$ cat config.mk
export PLATFORM = sky130hd
export DESIGN_NAME = nts_api_initiator
export DESIGN_NICKNAME = d
export VERILOG_FILES = /design/src/rtl/nts_api_pkg.sv /design/src/rtl/nts_api_initiator.sv
export SDC_FILE = /design/constraint.sdc
export NUM_CORES = 1
export LEC_CHECK = 0
export CORE_MARGIN = 3
export CORE_UTILIZATION = 30
export CTS_CLUSTER_SIZE = 40
export DETAILED_ROUTE_END_ITERATION = 8
export PLACE_DENSITY = 0.6
export SLEW_MARGIN = 20
export SYNTH_ARGS = -nofsm -noshare
export SYNTH_HDL_FRONTEND = slang
export SYNTH_SLANG_ARGS = --single-unit
$ cat constraint.sdc
create_clock -name i_clk -period 4.1 [get_ports i_clk]
set_clock_uncertainty 0.05 [all_clocks]
set_input_delay 0.82 -clock i_clk [delete_from_list [all_inputs] [get_ports i_clk]]
set_output_delay 0.82 -clock i_clk [all_outputs]
set_load 0.05 [all_outputs]
$ cat src/rtl/nts_api_pkg.sv
// Shared definitions for the NTS API initiator: bus widths and FSM state encoding.
package nts_api_pkg;

    localparam int API_ADDR_WIDTH = 12;
    localparam int API_DATA_WIDTH = 32;

    // FSM state encoding (kept as plain constants for legacy tool flows)
    localparam logic [1:0] ST_IDLE  = 2'd0;
    localparam logic [1:0] ST_ISSUE = 2'd1;
    localparam logic [1:0] ST_WAIT  = 2'd2;
    localparam logic [1:0] ST_RESP  = 2'd3;

    // Response payload for a completed access: writes return zero, reads return the API data
    function automatic logic [API_DATA_WIDTH-1:0] rsp_payload(
        input logic                      we,
        input logic [API_DATA_WIDTH-1:0] rd
    );
        return we ? {API_DATA_WIDTH{1'b0}} : rd;
    endfunction

endpackage

$ cat src/rtl/nts_api_initiator.sv
// NTS API initiator: turns valid/ready requests into single-cycle chip-select
// accesses on the NTS engine API and returns one response per request.
// Optional feature: define NTS_API_INITIATOR_TIMEOUT_EN to abandon accesses
// that see no read-data-valid within TIMEOUT_CYCLES WAIT cycles (error response).
module nts_api_initiator
    import nts_api_pkg::*;
#(
    parameter int TIMEOUT_CYCLES = 16
) (
    input  logic                      i_clk,
    input  logic                      i_areset_n,
    // request port
    input  logic                      i_req_valid,
    output logic                      o_req_ready,
    input  logic                      i_req_we,
    input  logic [API_ADDR_WIDTH-1:0] i_req_address,
    input  logic [API_DATA_WIDTH-1:0] i_req_write_data,
    // response port
    output logic                      o_rsp_valid,
    input  logic                      i_rsp_ready,
    output logic [API_DATA_WIDTH-1:0] o_rsp_data,
    output logic                      o_rsp_error,
    // NTS engine API
    output logic                      o_api_cs,
    output logic                      o_api_we,
    output logic [API_ADDR_WIDTH-1:0] o_api_address,
    output logic [API_DATA_WIDTH-1:0] o_api_write_data,
    input  logic [API_DATA_WIDTH-1:0] i_api_read_data,
    input  logic                      i_api_read_data_valid,
    input  logic                      i_api_busy
);

`ifdef NTS_API_INITIATOR_TIMEOUT_EN
    // Counter must hold TIMEOUT_CYCLES without wrapping
    localparam int                CNT_W    = $clog2(TIMEOUT_CYCLES + 1);
    localparam logic [CNT_W-1:0]  CNT_LAST = CNT_W'(TIMEOUT_CYCLES - 1);
    logic [CNT_W-1:0]             r_cnt;
`endif

    logic [1:0]                r_state;
    logic                      r_we;
    logic [API_ADDR_WIDTH-1:0] r_address;
    logic [API_DATA_WIDTH-1:0] r_write_data;
    logic [API_DATA_WIDTH-1:0] r_rsp_data;
    logic                      r_rsp_error;
    logic                      w_req_ready;
    logic                      w_accept;

    // Ready is gated by reset so it reads 0 while reset is held, even though the state is IDLE
    assign w_req_ready = (r_state == ST_IDLE) & ~i_api_busy & i_areset_n;
    assign w_accept    = i_req_valid & w_req_ready;

    assign o_req_ready      = w_req_ready;
    assign o_api_cs         = (r_state == ST_ISSUE);
    assign o_api_we         = r_we;
    assign o_api_address    = r_address;
    assign o_api_write_data = r_write_data;
    assign o_rsp_valid      = (r_state == ST_RESP);
    assign o_rsp_data       = r_rsp_data;
    assign o_rsp_error      = r_rsp_error;

    // Transaction FSM: capture request, issue one cs pulse, wait for data (or timeout), hold response
    always_ff @(posedge i_clk or negedge i_areset_n) begin
        if (!i_areset_n) begin
            r_state      <= ST_IDLE;
            r_we         <= 1'b0;
            r_address    <= {API_ADDR_WIDTH{1'b0}};
            r_write_data <= {API_DATA_WIDTH{1'b0}};
            r_rsp_data   <= {API_DATA_WIDTH{1'b0}};
            r_rsp_error  <= 1'b0;
`ifdef NTS_API_INITIATOR_TIMEOUT_EN
            r_cnt        <= {CNT_W{1'b0}};
`endif
        end else begin
            case (r_state)
                ST_IDLE: begin
                    if (w_accept) begin
                        r_we         <= i_req_we;
                        r_address    <= i_req_address;
                        r_write_data <= i_req_write_data;
                        r_state      <= ST_ISSUE;
                    end else begin
                        r_state      <= ST_IDLE;
                    end
                end
                ST_ISSUE: begin
`ifdef NTS_API_INITIATOR_TIMEOUT_EN
                    r_cnt   <= {CNT_W{1'b0}};
`endif
                    r_state <= ST_WAIT;
                end
                ST_WAIT: begin
                    // valid wins over the terminal count when both land in the same cycle
                    if (i_api_read_data_valid) begin
                        r_rsp_data  <= rsp_payload(r_we, i_api_read_data);
                        r_rsp_error <= 1'b0;
                        r_state     <= ST_RESP;
`ifdef NTS_API_INITIATOR_TIMEOUT_EN
                    end else if (r_cnt == CNT_LAST) begin
                        r_cnt       <= r_cnt + CNT_W'(1);
                        r_rsp_data  <= {API_DATA_WIDTH{1'b0}};
                        r_rsp_error <= 1'b1;
                        r_state     <= ST_RESP;
                    end else begin
                        r_cnt       <= r_cnt + CNT_W'(1);
                        r_state     <= ST_WAIT;
`else
                    end else begin
                        r_state     <= ST_WAIT;
`endif
                    end
                end
                ST_RESP: begin
                    if (i_rsp_ready) begin
                        r_state <= ST_IDLE;
                    end else begin
                        r_state <= ST_RESP;
                    end
                end
                default: begin
                    r_state <= ST_IDLE;
                end
            endcase
        end
    end

endmodule

## Word level (Yosys, flattened, before mapping)

Index checks and enable logic that the tools add are counted.

- Register bits: 79
- Output and inout port bits: 81

- Equal/unequal tests: 3
- Mux-type cells: 5
- Bitwise operators: 4
- Reduce and logical (&&, ||, !) cells: 3

Operators by type and width:

| operator | count |
|---|---|
| $mux W32 | 1 |
| $pmux W2 S4 | 1 |
| $eq A2 B2 Y1 const B | 2 |
| $reduce_and A2 Y1 | 2 |
| $and A1 B1 Y1 | 3 |
| $eq A2 B1 Y1 const B | 1 |
| $logic_not A2 Y1 | 1 |
| $mux W1 | 2 |
| $mux W2 | 1 |
| $not A1 Y1 | 1 |

## Depth between registers and ports, before layout

- Word-level depth: 6
- Depth in mapped cells: 5
- Mapped depth without buffers: 3

## Least setup slack after synthesis

Ideal clock, no wire load.

- Kind: input to output
- Start: input i_api_busy
- End: output o_req_ready
- Arrival: 1.553 ns
- Required time: 3.230 ns
- Slack: 1.677 ns
- Stages: 1
- Path buffers: 0
- Cells stage by stage: nor4b_4

- Longest elaborated chain between the ends: 3

Ends and longest elaborated chain:

| element | line | text |
|---|---|---|
| from (decl) | nts_api_initiator.sv:30 | `input logic i_api_busy` |
| $not A1 Y1 | nts_api_initiator.sv:50 | `assign w_req_ready = (r_state == ST_IDLE) & ~i_api_busy & i_areset_n;` |
| $and A1 B1 Y1 (2 in series) | nts_api_initiator.sv:50 |  |
| to (decl) | nts_api_initiator.sv:14 | `output logic o_req_ready,` |

Every way passes these cells.

## Worst setup path after layout

Ends and elaborated chain as after synthesis.

==> metrics.log <==
INFO  metric status = completed
INFO  metric tritoncts_clock_tree = built
INFO  metric antenna-diode-count = 0
INFO  metric power.net_switching = 2.28 mW
INFO  metric timing.final.crit_share = 0.828
INFO  metric startpoint_of_the_worst_hold_path = o_rsp_data[3]$_DFFE_PN0P_
INFO  metric arithmetic_cell_share_of_the_synthesized_area_counting_full_adders_half_adders_and_majority_gates = 0
INFO  metric share_comb_of_total_power = 0.607
INFO  metric async_flop_share = 1.00
INFO  metric place_inst = 531
INFO  metric crit_fanout = 2
INFO  metric hold-path-endpoint = o_rsp_data[3]$_DFFE_PN0P_
INFO  metric finalWorstPathRequiredPeriod = 3.39 ns
INFO  metric ctsLongestPathBuffers = 2
INFO  metric worst_hold_path.num_cells = 2
INFO  metric synthCells = 245
INFO  metric final_net_count = 489
INFO  metric dr.first_iter.drc_count = 99
INFO  metric timing_worst_slew_pin_value = 0.996 ns
INFO  metric vias_per_cell = 4.33
INFO  metric yosys-top-cells-area = sky130_fd_sc_hd__dfrtp_1, sky130_fd_sc_hd__mux2_4, sky130_fd_sc_hd__nand2b_1, sky130_fd_sc_hd__o21ai_0, sky130_fd_sc_hd__nand2_1
INFO  metric setup.worst_path.start = i_api_busy
INFO  metric initial_core_util = 0.314
INFO  metric globalRoute.totalOverflow = 0
INFO  metric post_route_cells_drive_above_1_share = 0.161
INFO  metric vdd_ir_drop_max = 0.449 mV
INFO  metric power.internal = 2.50 mW
INFO  metric clock_latency = 0.35 ns
INFO  metric gr-usage-all-layers = 0.135
INFO  metric synth.avg_cell_area = 13.4 um^2
INFO  metric cts_inserted_buffers = 9
INFO  metric residual_antenna_violating_net_count_after_detailed_routing = 0
INFO  metric cts.repair_timing.setup_buffer_count = 0
INFO  metric die_area = 12200 um^2
INFO  metric hold_path_class = register to register
INFO  metric ys_top_cells_by_count = sky130_fd_sc_hd__dfrtp_1, sky130_fd_sc_hd__mux2_4, sky130_fd_sc_hd__nand2_1, sky130_fd_sc_hd__nand2b_1, sky130_fd_sc_hd__o21ai_0
INFO  metric number_of_warnings_issued_by_yosys = 0
INFO  metric grt_setup_unrepaired = no
INFO  metric power.clock.fraction = 0.110
INFO  metric hold_slack = 0.432 ns
INFO  metric timing.slew.headroom = 0.334
INFO  metric switching_share = 0.477
INFO  metric clock_tree.root_cell = sky130_fd_sc_hd__clkbuf_8
INFO  metric syn_to_layout_area_delta = 57.8%
INFO  metric path_class = primary input to primary output
INFO  metric maxSlewViolCount = 0
INFO  metric post_drt_wl_per_cell = 14.6 um
INFO  metric place.port_buffers = 162
INFO  metric critical_path.reg2reg.startpoint = r_state[0]$_DFF_PN0_
INFO  metric post_synth_mux_area_share = 0.199
INFO  metric synth_edf_count = 0
INFO  metric via_count = 2369
INFO  metric floorplan.core_area = 10500 um^2
INFO  metric cells_on_worst_reg2reg_path = 4
INFO  metric reg2reg_setup_slack = 1.98 ns
INFO  metric number_of_antenna_violations_at_the_first_check_in_global_routing = 0
INFO  metric finish.cell_count_without_fillers = 547
INFO  metric setup_tns_after_final_layout = 0 ns
INFO  metric hold_viol = 0
INFO  metric worst_ep_arrival_time = 2.52 ns
INFO  metric num_rows = 37
INFO  metric critPathCaptureType = primary output
INFO  metric cts.hold.buffers_added = 0
INFO  metric globalplace.congestion = 0.710
INFO  metric complex_gate_fraction_of_the_synthesized_area = 0.0526
INFO  metric yosysUniqueCellTypes = 19
INFO  metric synth_area = 3280 um^2
INFO  metric io_pins = 164
INFO  metric synth.top_cell.area_share = 0.603
INFO  metric cts_max_level = 3
INFO  metric cts.repair.resized = 0
INFO  metric die_width = 111 um
INFO  metric power_leakage = 2.36 nW
INFO  metric critPathRequiredTime = 3.23 ns
INFO  metric route.final.wire_length = 8.00 mm
INFO  metric timing.rr.end = o_rsp_data[1]$_DFFE_PN0P_
INFO  metric place.detailed.hpwl = 5.55 mm
INFO  metric drcViolationCount = 0
INFO  metric postSynthNetCount = 328
INFO  metric synth_top_family_by_area = multiplexers
INFO  metric drt_pass1_iterations = 4
INFO  metric pwr-share-seq = 0.284
INFO  metric worst_setup_hold_path_clk_slew = 0.07 ns
INFO  metric grt_first_pass_wirelength = 13.2 mm
INFO  metric final-setup-viol-count = 0
INFO  metric synthXorXnorAreaFrac = 0
INFO  metric timing.max_cap.violations = 0
INFO  metric netlist.top_cell.by_area = sky130_fd_sc_hd__dfrtp_1
INFO  metric top_reg_cell_synth = sky130_fd_sc_hd__dfrtp_1
INFO  metric tritoncts_num_sinks = 79
INFO  metric pin_count_of_the_biggest_net_entering_global_routing = 80
INFO  metric postLayoutCoreUtil = 0.495
INFO  metric achievable-frequency = 295 MHz
INFO  metric kind_of_start_point_of_the_critical_path = primary input
INFO  metric yosysSeqAreaShare = 0.603
INFO  metric number_of_global_route_vias_before_repair = 2479
INFO  metric die_height = 111 um
INFO  metric register_bit_total_from_synthesis = 79
INFO  metric share_of_synthesized_cell_area_in_and_or_nand_and_nor_gates = 0.115
INFO  metric post-synth-top-count-cell = sky130_fd_sc_hd__dfrtp_1
INFO  metric power_per_cell_area = 924 nW/um^2
==> critical path, stage by stage <==
cell and delay (ns):
sky130_fd_sc_hd__clkdlybuf4s50_1 0.44, sky130_fd_sc_hd__nor4b_4 0.37, sky130_fd_sc_hd__clkdlybuf4s50_1 0.89
==> state kept, by name, indices dropped and copies added, names as in the netlist <==
name / cells
r_state: 2
o_api_we: 1
o_api_write_data: 32
o_rsp_data: 32
o_api_address: 12
==> metrics by stage <==
stage	area (um^2)	power (mW)	setup WS (ns)
6_report	5180	4.79	0.705
5_1_grt	5180	5.05	0.646
4_1_cts	5170	4.86	0.693
3_5_place_dp	5000	4.30	0.693
3_3_place_gp	5000	4.27	0.701
2_1_floorplan	3280	3.28	1.68
==> cells in the final DEF (no fill, tap or decap), drive strengths merged <==
cell,netlist,routed
buf,8,4
o211ai,1,1
dfrtp,79,79
clkbuf,7,12
clkinv,0,4
nand2,34,34
clkdlybuf4s50,0,161
nor4b,1,1
nand3b,1,1
nor2b,1,1
conb,1,1
mux2,45,45
o21ai,32,32
nand2b,32,32
a21oi,1,1
nor2,1,1
inv,1,1
==> worst max-delay path by stage <==
| stage | endpoint | cells past startpoint | slack [ns] |
|---|---|---|---|
| 2_1_floorplan | o_req_ready | 1 | 1.68 |
| 3_3_place_gp | o_req_ready | 3 | 0.70 |
| 3_5_place_dp | o_req_ready | 3 | 0.69 |
| 4_1_cts | o_req_ready | 3 | 0.69 |
| 5_1_grt | o_req_ready | 3 | 0.65 |
| 6_report | o_req_ready | 3 | 0.71 |
==> power groups by stage <==
stage | registers [mW] | clock network (mW) | logic, mW
floorplan | 2.65 | 0 | 0.637
global placement | 1.35 | 0 | 2.92
detailed placement | 1.37 | 0 | 2.93
CTS | 1.36 | 0.555 | 2.94
global route | 1.41 | 0.598 | 3.04
finish | 1.36 | 0.524 | 2.90
==> logic make-up after synthesis <==
logic type	Yosys count
flip-flops	79
AND/OR/NAND/NOR	70
multiplexers	45
AO/OA/AOI/OAI	34
buffers and inverters	16
other	1
==> area by class of cell <==
cell class,count,area (um^2)
sequential,79,1980
fill,974,5290
clock buffer,12,155
inverter,1,3.75
clock inverter,4,20.0
timing repair buffer,165,1650
multi-input combinational,150,1210
tap,136,170
==> per-layer routing <==
layer  GRT usage  vias to the layer above  wire, um
li1            -                     1134         -
met1       0.173                     1112      3550
met2       0.194                      110      3490
met3      0.0696                       13       794
met4      0.0476                        0       165
met5           0                        -         0
Note: power is estimated with default switching activity, not from simulation.
